--- config.mk ---
export PLATFORM = sky130hd
export DESIGN_NAME = mips_instr_loader
export DESIGN_NICKNAME = d
export VERILOG_FILES = /design/src/rtl/mips_instr_loader.sv
export SDC_FILE = /design/constraint.sdc
export NUM_CORES = 1
export LEC_CHECK = 0
export ABC_AREA = 1
export CAP_MARGIN = 0
export CORE_MARGIN = 2
export CORE_UTILIZATION = 37
export DETAILED_ROUTE_END_ITERATION = 7
export GPL_ROUTABILITY_DRIVEN = 0
export GPL_TIMING_DRIVEN = 1
export REMOVE_ABC_BUFFERS = 1
export SETUP_SLACK_MARGIN = 0.1
export SLEW_MARGIN = 0
export SYNTH_ARGS = -nofsm -noshare
export SYNTH_HDL_FRONTEND = slang
export SYNTH_SLANG_ARGS = --single-unit
--- constraint.sdc ---
create_clock -name clk -period 2.92 [get_ports clk]
set_input_delay 0.584 -clock clk [delete_from_list [all_inputs] [get_ports clk]]
set_output_delay 0.584 -clock clk [all_outputs]
set_load 0.01 [all_outputs]
--- src/rtl/mips_instr_loader.sv ---
// mips_instr_loader
// Program loader for the pipelined MIPS core. It accepts abstract instruction
// requests over a valid/ready handshake, encodes each one into a 32-bit MIPS
// word (ADD, SUB, AND, OR, SLT, J, BEQ, BNE) and writes the words in order
// into instruction memory, starting at address 0.
//
// Optional feature macro: MIPS_LOADER_NOP_PAD_EN
//   When defined, three NOP words are written after the last instruction.
//   Three words of capacity are held back so the pad always fits.
//
// Ports
//   clk, rst              rising-edge clock, asynchronous active-high reset
//   start, finish         session start pulse / end-of-requests pulse
//   req_valid, req_ready  request handshake
//   req_op, req_rs, req_rt, req_rd, req_imm   abstract instruction fields
//   mem_we, mem_addr, mem_wdata               registered memory write port
//   busy, done, full, word_count              session status
module mips_instr_loader #(
  parameter int ADDR_W     = 8,
  parameter int FIFO_DEPTH = 4
) (
  input  logic              clk,
  input  logic              rst,
  input  logic              start,
  input  logic              finish,
  input  logic              req_valid,
  output logic              req_ready,
  input  logic [2:0]        req_op,
  input  logic [4:0]        req_rs,
  input  logic [4:0]        req_rt,
  input  logic [4:0]        req_rd,
  input  logic [25:0]       req_imm,
  output logic              mem_we,
  output logic [ADDR_W-1:0] mem_addr,
  output logic [31:0]       mem_wdata,
  output logic              busy,
  output logic              done,
  output logic              full,
  output logic [ADDR_W:0]   word_count
);

  localparam int CAP = 1 << ADDR_W;
`ifdef MIPS_LOADER_NOP_PAD_EN
  localparam int PAD = 3;
`else
  localparam int PAD = 0;
`endif
  localparam int CAP_EFF = CAP - PAD;
  localparam logic [ADDR_W:0] CAP_EFF_V = CAP_EFF[ADDR_W:0];
  localparam int PW = $clog2(FIFO_DEPTH);
  localparam logic [PW:0] DEPTH_V = FIFO_DEPTH[PW:0];

  typedef enum logic [1:0] {
    S_IDLE,
    S_LOAD,
    S_DRAIN,
    S_DONE
  } state_t;

  state_t            state;
  logic [31:0]       fifo_mem [FIFO_DEPTH];
  logic [PW-1:0]     fifo_wp;
  logic [PW-1:0]     fifo_rp;
  logic [PW:0]       fifo_cnt;
  logic [ADDR_W:0]   reserved;
  logic [ADDR_W-1:0] wr_ptr;
  logic              fifo_full;
  logic              fifo_empty;
  logic              push;
  logic              pop;
  logic              pad_go;

  function automatic logic [31:0] encode(input logic [2:0]  op,
                                         input logic [4:0]  rs,
                                         input logic [4:0]  rt,
                                         input logic [4:0]  rd,
                                         input logic [25:0] imm);
    logic [31:0] w;
    unique case (op)
      3'd0:    w = {6'b000000, rs, rt, rd, 5'b00000, 6'b100000};
      3'd1:    w = {6'b000000, rs, rt, rd, 5'b00000, 6'b100010};
      3'd2:    w = {6'b000000, rs, rt, rd, 5'b00000, 6'b100100};
      3'd3:    w = {6'b000000, rs, rt, rd, 5'b00000, 6'b100101};
      3'd4:    w = {6'b000000, rs, rt, rd, 5'b00000, 6'b101010};
      3'd5:    w = {6'b000010, imm};
      3'd6:    w = {6'b000100, rs, rt, imm[15:0]};
      default: w = {6'b000101, rs, rt, imm[15:0]};
    endcase
    return w;
  endfunction

  assign fifo_empty = (fifo_cnt == '0);
  assign fifo_full  = (fifo_cnt == DEPTH_V);
  assign req_ready  = (state == S_LOAD) && !fifo_full && (reserved < CAP_EFF_V);
  assign push       = req_valid && req_ready;
  assign pop        = !fifo_empty;
  assign busy       = (state == S_LOAD) || (state == S_DRAIN);
  assign done       = (state == S_DONE);

`ifdef MIPS_LOADER_NOP_PAD_EN
  logic [1:0] pad_left;
  // Pads go out only once every buffered instruction has been written.
  assign pad_go = (state == S_DRAIN) && fifo_empty && (pad_left != 2'd0);
`else
  assign pad_go = 1'b0;
`endif

  // Storage carries no reset; occupancy is tracked by the pointers below.
  always_ff @(posedge clk) begin
    if (push) begin
      fifo_mem[fifo_wp] <= encode(req_op, req_rs, req_rt, req_rd, req_imm);
    end
  end

  always_ff @(posedge clk or posedge rst) begin
    if (rst) begin
      state      <= S_IDLE;
      fifo_wp    <= '0;
      fifo_rp    <= '0;
      fifo_cnt   <= '0;
      reserved   <= '0;
      wr_ptr     <= '0;
      mem_we     <= 1'b0;
      mem_addr   <= '0;
      mem_wdata  <= '0;
      full       <= 1'b0;
      word_count <= '0;
`ifdef MIPS_LOADER_NOP_PAD_EN
      pad_left   <= 2'd0;
`endif
    end else begin
      mem_we <= 1'b0;

      // Writer: one word per cycle, either a buffered instruction or a pad.
      if (pop || pad_go) begin
        mem_we     <= 1'b1;
        mem_addr   <= wr_ptr;
        mem_wdata  <= pop ? fifo_mem[fifo_rp] : '0;
        wr_ptr     <= wr_ptr + 1'b1;
        word_count <= word_count + 1'b1;
      end
`ifdef MIPS_LOADER_NOP_PAD_EN
      if (pad_go) begin
        pad_left <= pad_left - 2'd1;
      end
`endif

      if (push) begin
        fifo_wp <= fifo_wp + 1'b1;
      end
      if (pop) begin
        fifo_rp <= fifo_rp + 1'b1;
      end
      unique case ({push, pop})
        2'b10:   fifo_cnt <= fifo_cnt + 1'b1;
        2'b01:   fifo_cnt <= fifo_cnt - 1'b1;
        default: fifo_cnt <= fifo_cnt;
      endcase

      unique case (state)
        S_IDLE, S_DONE: begin
          if (start) begin
            state      <= S_LOAD;
            fifo_wp    <= '0;
            fifo_rp    <= '0;
            fifo_cnt   <= '0;
            reserved   <= '0;
            wr_ptr     <= '0;
            full       <= 1'b0;
            word_count <= '0;
`ifdef MIPS_LOADER_NOP_PAD_EN
            pad_left   <= 2'd3;
`endif
          end
        end
        S_LOAD: begin
          if (push) begin
            reserved <= reserved + 1'b1;
          end
          // A handshake on the finish edge is still taken above.
          if (push && (reserved == CAP_EFF_V - 1'b1)) begin
            full  <= 1'b1;
            state <= S_DRAIN;
          end else if (finish) begin
            state <= S_DRAIN;
          end
        end
        S_DRAIN: begin
          // Checked against the registered occupancy, so done follows the
          // cycle that carried the final write.
          if (fifo_empty && !pad_go) begin
            state <= S_DONE;
          end
        end
        default: state <= S_IDLE;
      endcase
    end
  end

endmodule

==> implementation parameters <==
Parameter                              Value

Power and ir drop
  Power per cell area    around 950 nW/um2
  Overall power consumption    around 9.7 mW
  Max rail drop VDD    roughly 460 uV
  Leak Pwr    a little over 4 nW

Finish
  Cell area after layout    between 10,000 and 15,000 um2
  Core Util, Final    between 40% and 50%
  Layout cells sized above 1    just under 9%
  Count of nets after finishing    approximately 940
  Number of inserted diodes    0
  Area Growth Syn to Fin    22.9%
  Post-route insts no fill    1,167

CTS
  Clock root buffer    sky130_fd_sc_hd__clkbuf_16
  Number of H-tree branching levels    4
  Resize count post-CTS    0
  Setup Buffers After CTS    0
  Quantity of hold-fixing buffers added after cts    0
  TritonCTS sink count    between 150 and 200
  Clock insertion delay at the later pin of the skew report    approximately 430 ps
  Number of buffers added by the clock tree synthesis step    17
  Clock slew at reported path FFs    about 70 ps
  Clock tree from TritonCTS    yes
  Clock tree buffer depth    2

Timing
  Unrepaired setup endpoints after global routing    false
  Minimum period implied by the final worst setup slack    ~2500 ps
  Final setup violation count    0
  Pins over their slew limit    0
  Max Fclk    0.398 GHz
  Final setup slack of the worst path    409 ps
  Setup tns final    0 ps
  Worst hold slack across all endpoints    472 ps
  Actual transition at the worst max-transition pin    915 ps
  Clock Skews    between 10 and 15 ps
  Portion of the clock cycle consumed by the worst path in the final layout    a little under nine tenths
  Final Hold Viols    0
  Worst relative slew slack    roughly two fifths

Setup path
  Cell class contributing the biggest share of worst-path delay    buffers and inverters
  Critical Path End Type    output pin
  Cell-by-cell trace of the critical path    inv_1 -> ha_1 -> nand2_1 -> nor2_1 -> clkdlybuf4s50_1
  Register-to-register setup slack    between 600 and 700 ps
  Critical Path RT    around 2300 ps
  Worst Setup Path Type    flop to output pin
  Crit path launch type    flop
  Largest stage delay on the critical path    ~540 ps
  Maximum net fanout on the critical path    6
  Count of buffer and inverter cells on the critical path    2
  Endpoint arrival time on the critical path    between 1500 and 2000 ps
  Worst-path cell with the longest stage delay    sky130_fd_sc_hd__clkdlybuf4s50_1

Global route
  Via count of the first global-routing pass    between 5,000 and 6,000
  First-pass GRT wire length    between 20,000 and 30,000 um
  Number of antenna violations at the first check in global routing    0
  Total routing resource utilization after global routing    15.7%
  Largest net degree at the start of global routing    60
  Global route overflow    0

Synth
  Post-synth cell types    39
  Total of warnings raised by yosys    0
  Post-Syn Instances    between 700 and 800
  Synth Register Bits    190
  Cell type contributing the most total cell area after synthesis    sky130_fd_sc_hd__edfxtp_1
  Top area cells in the synthesized netlist    sky130_fd_sc_hd__edfxtp_1 42%, sky130_fd_sc_hd__dfrtp_1 23%, sky130_fd_sc_hd__nor2_1 8.6%
  Syn avg cell area    roughly 11 um2
  Post-synthesis sequential area ratio    64.8%
  Area fraction of the dominant cell type after synthesis    a little over two fifths
  Area of the mapped netlist    between 8000 and 9000 um2

Detailed routing
  Length of the first detailed-routing pass in iterations    6
  DR WL/cell    between 15 and 20 um
  Vias/cell    4.75
  Total wirelength of the detailed-routed design    about 18,000 um
  Number of remaining DRC errors    0
  Post-detailed-route count of antenna-violating nets    0
  Via count of the routed design    5,539
  Initial DRC count    between 300 and 400

Die
  Std-Cell Rows    54
  Full die area    between 20,000 and 25,000 um2
  Die X-Extent    about 150 um
  Top-level I/O count    103
  Chip Height    around 150 um
  Area of the core    roughly 22,000 um2
  Effective utilization at floorplan    between 30% and 40%

Placement
  Total placed instance area    approximately 9500 um2
  Detailed placement HPWL    10,900 um
  Placement Setup Slack    between 500 and 600 ps
  Number of cells after detailed placement    roughly 1,100
  Buffers on Ports    99

Run
  Number of maximum-capacitance constraint violations    0

Outcome
  Run status    complete, no violations

Min path
  Hold/Removal Path Class    flop to flop
[synthesized netlist by cell type]
| cell | instances |
|---|---|
| sky130_fd_sc_hd__a21oi_1 | 14 |
| sky130_fd_sc_hd__mux2_1 | 7 |
| sky130_fd_sc_hd__o21ai_1 | 7 |
| sky130_fd_sc_hd__mux2_2 | 3 |
| sky130_fd_sc_hd__nand3_1 | 16 |
| sky130_fd_sc_hd__conb_1 | 1 |
| sky130_fd_sc_hd__xor2_1 | 6 |
| sky130_fd_sc_hd__a21oi_2 | 1 |
| sky130_fd_sc_hd__dfrtp_1 | 74 |
| sky130_fd_sc_hd__nor2_1 | 189 |
| sky130_fd_sc_hd__clkbuf_1 | 8 |
| sky130_fd_sc_hd__buf_6 | 7 |
| sky130_fd_sc_hd__ha_1 | 13 |
| sky130_fd_sc_hd__fa_1 | 1 |
| sky130_fd_sc_hd__clkbuf_2 | 1 |
| sky130_fd_sc_hd__nand3b_1 | 1 |
| sky130_fd_sc_hd__o21ai_4 | 1 |
| sky130_fd_sc_hd__nor2_2 | 2 |
| sky130_fd_sc_hd__a31oi_1 | 28 |
| sky130_fd_sc_hd__o22ai_1 | 1 |
| sky130_fd_sc_hd__nor2_4 | 2 |
| sky130_fd_sc_hd__buf_4 | 6 |
| sky130_fd_sc_hd__or2_2 | 2 |
| sky130_fd_sc_hd__o22ai_2 | 1 |
| sky130_fd_sc_hd__nand2_4 | 2 |
| sky130_fd_sc_hd__o21ai_2 | 2 |
| sky130_fd_sc_hd__nand3_2 | 1 |
| sky130_fd_sc_hd__o21ai_0 | 70 |
| sky130_fd_sc_hd__inv_1 | 56 |
| sky130_fd_sc_hd__nand4_1 | 13 |
| sky130_fd_sc_hd__inv_2 | 4 |
| sky130_fd_sc_hd__nor2_8 | 1 |
| sky130_fd_sc_hd__nor3_1 | 1 |
| sky130_fd_sc_hd__nand2_1 | 99 |
| sky130_fd_sc_hd__xnor2_1 | 1 |
| sky130_fd_sc_hd__nand2_2 | 1 |
| sky130_fd_sc_hd__nand4_4 | 1 |
| sky130_fd_sc_hd__edfxtp_1 | 116 |
| sky130_fd_sc_hd__buf_2 | 15 |
[cell type report]
class / instances / area [um2]
clock buffers: 18 / 439
fillers: 2033 / 11700
inverters: 60 / 226
clock inverters: 14 / 143
well taps: 280 / 350
repair buffers: 115 / 1150
flip-flops and latches: 190 / 5340
multi-input cells: 490 / 2470
[per-layer routing]
layer | part of all wire, % | track usage, % | up-vias
met4 | 0.91 | 4.01 | 0
met2 | 46 | 25.7 | 107
li1 | - | - | 2789
met5 | 0 | 0 | -
met3 | 3.9 | 3.32 | 11
met1 | 49 | 21.3 | 2632
[power breakdown]
part | internal, mW | switching (mW)
clock network | 1.17 | 1.12
registers | 3.46 | 0.330
logic | 1.43 | 2.15
[cell families (layout without fill, tap and decap cells)]
group / Yosys count / count (layout) / synth area share [%]
AOI/OAI and AO/OA: 125 / 125 / 8.41
adders and majority gates: 14 / 14 / 2.22
other: 1 / 3 / 0.0456
buffers and inverters: 97 / 207 / 5.58
DFF: 190 / 190 / 64.8
and+or+nand+nor: 331 / 331 / 16.8
muxes: 10 / 10 / 1.37
xor gates and xnor gates: 7 / 7 / 0.745
[worst min-delay path: cells and delay by family (launching register included)]
family           cells  cell delay (ps)
DFF                  1              350
and+or+nand+nor      2               90
[worst paths after layout]
| check | endpoint | cells after the start | from |
|---|---|---|---|
| setup / recovery | req_ready | 5 | state[1]$_DFFE_PP0P_ |
| hold / removal | mem_addr[5]$_DFFE_PP0N_ | 2 | mem_addr[5]$_DFFE_PP0N_ |
| setup reg to reg | fifo_cnt[2]$_DFF_PP0_ | 11 | state[0]$_DFFE_PP0P_ |
| hold reg to reg | mem_addr[5]$_DFFE_PP0N_ | 2 | mem_addr[5]$_DFFE_PP0N_ |
| max in group asynchronous | mem_wdata[6]$_DFFE_PP0N_ | 3 | rst |
| min in group asynchronous | word_count[8]$_DFF_PP0_ | 2 | rst |
[layout by cell type (no fill, tap or decap), drive strengths merged, types with 10 or more instances in the layout]
master and count:
nand2 102, nand4 14, edfxtp 116, clkbuf 18, dfrtp 74, clkdlybuf4s50 99
buf 16, a21oi 15, a31oi 28, ha 13, nand3 17, o21ai 80
nor2 194, mux2 10, inv 68
[flip-flops by register name, summed over array words and instances, names as in the netlist]
signal	count
fifo_rp	2
mem_we	1
fifo_wp	2
wr_ptr	8
mem_addr	8
fifo_mem	116
state	2
reserved	9
fifo_cnt	3
mem_wdata	29
full	1
word_count	9
Note: power is estimated with default switching activity, not from simulation.
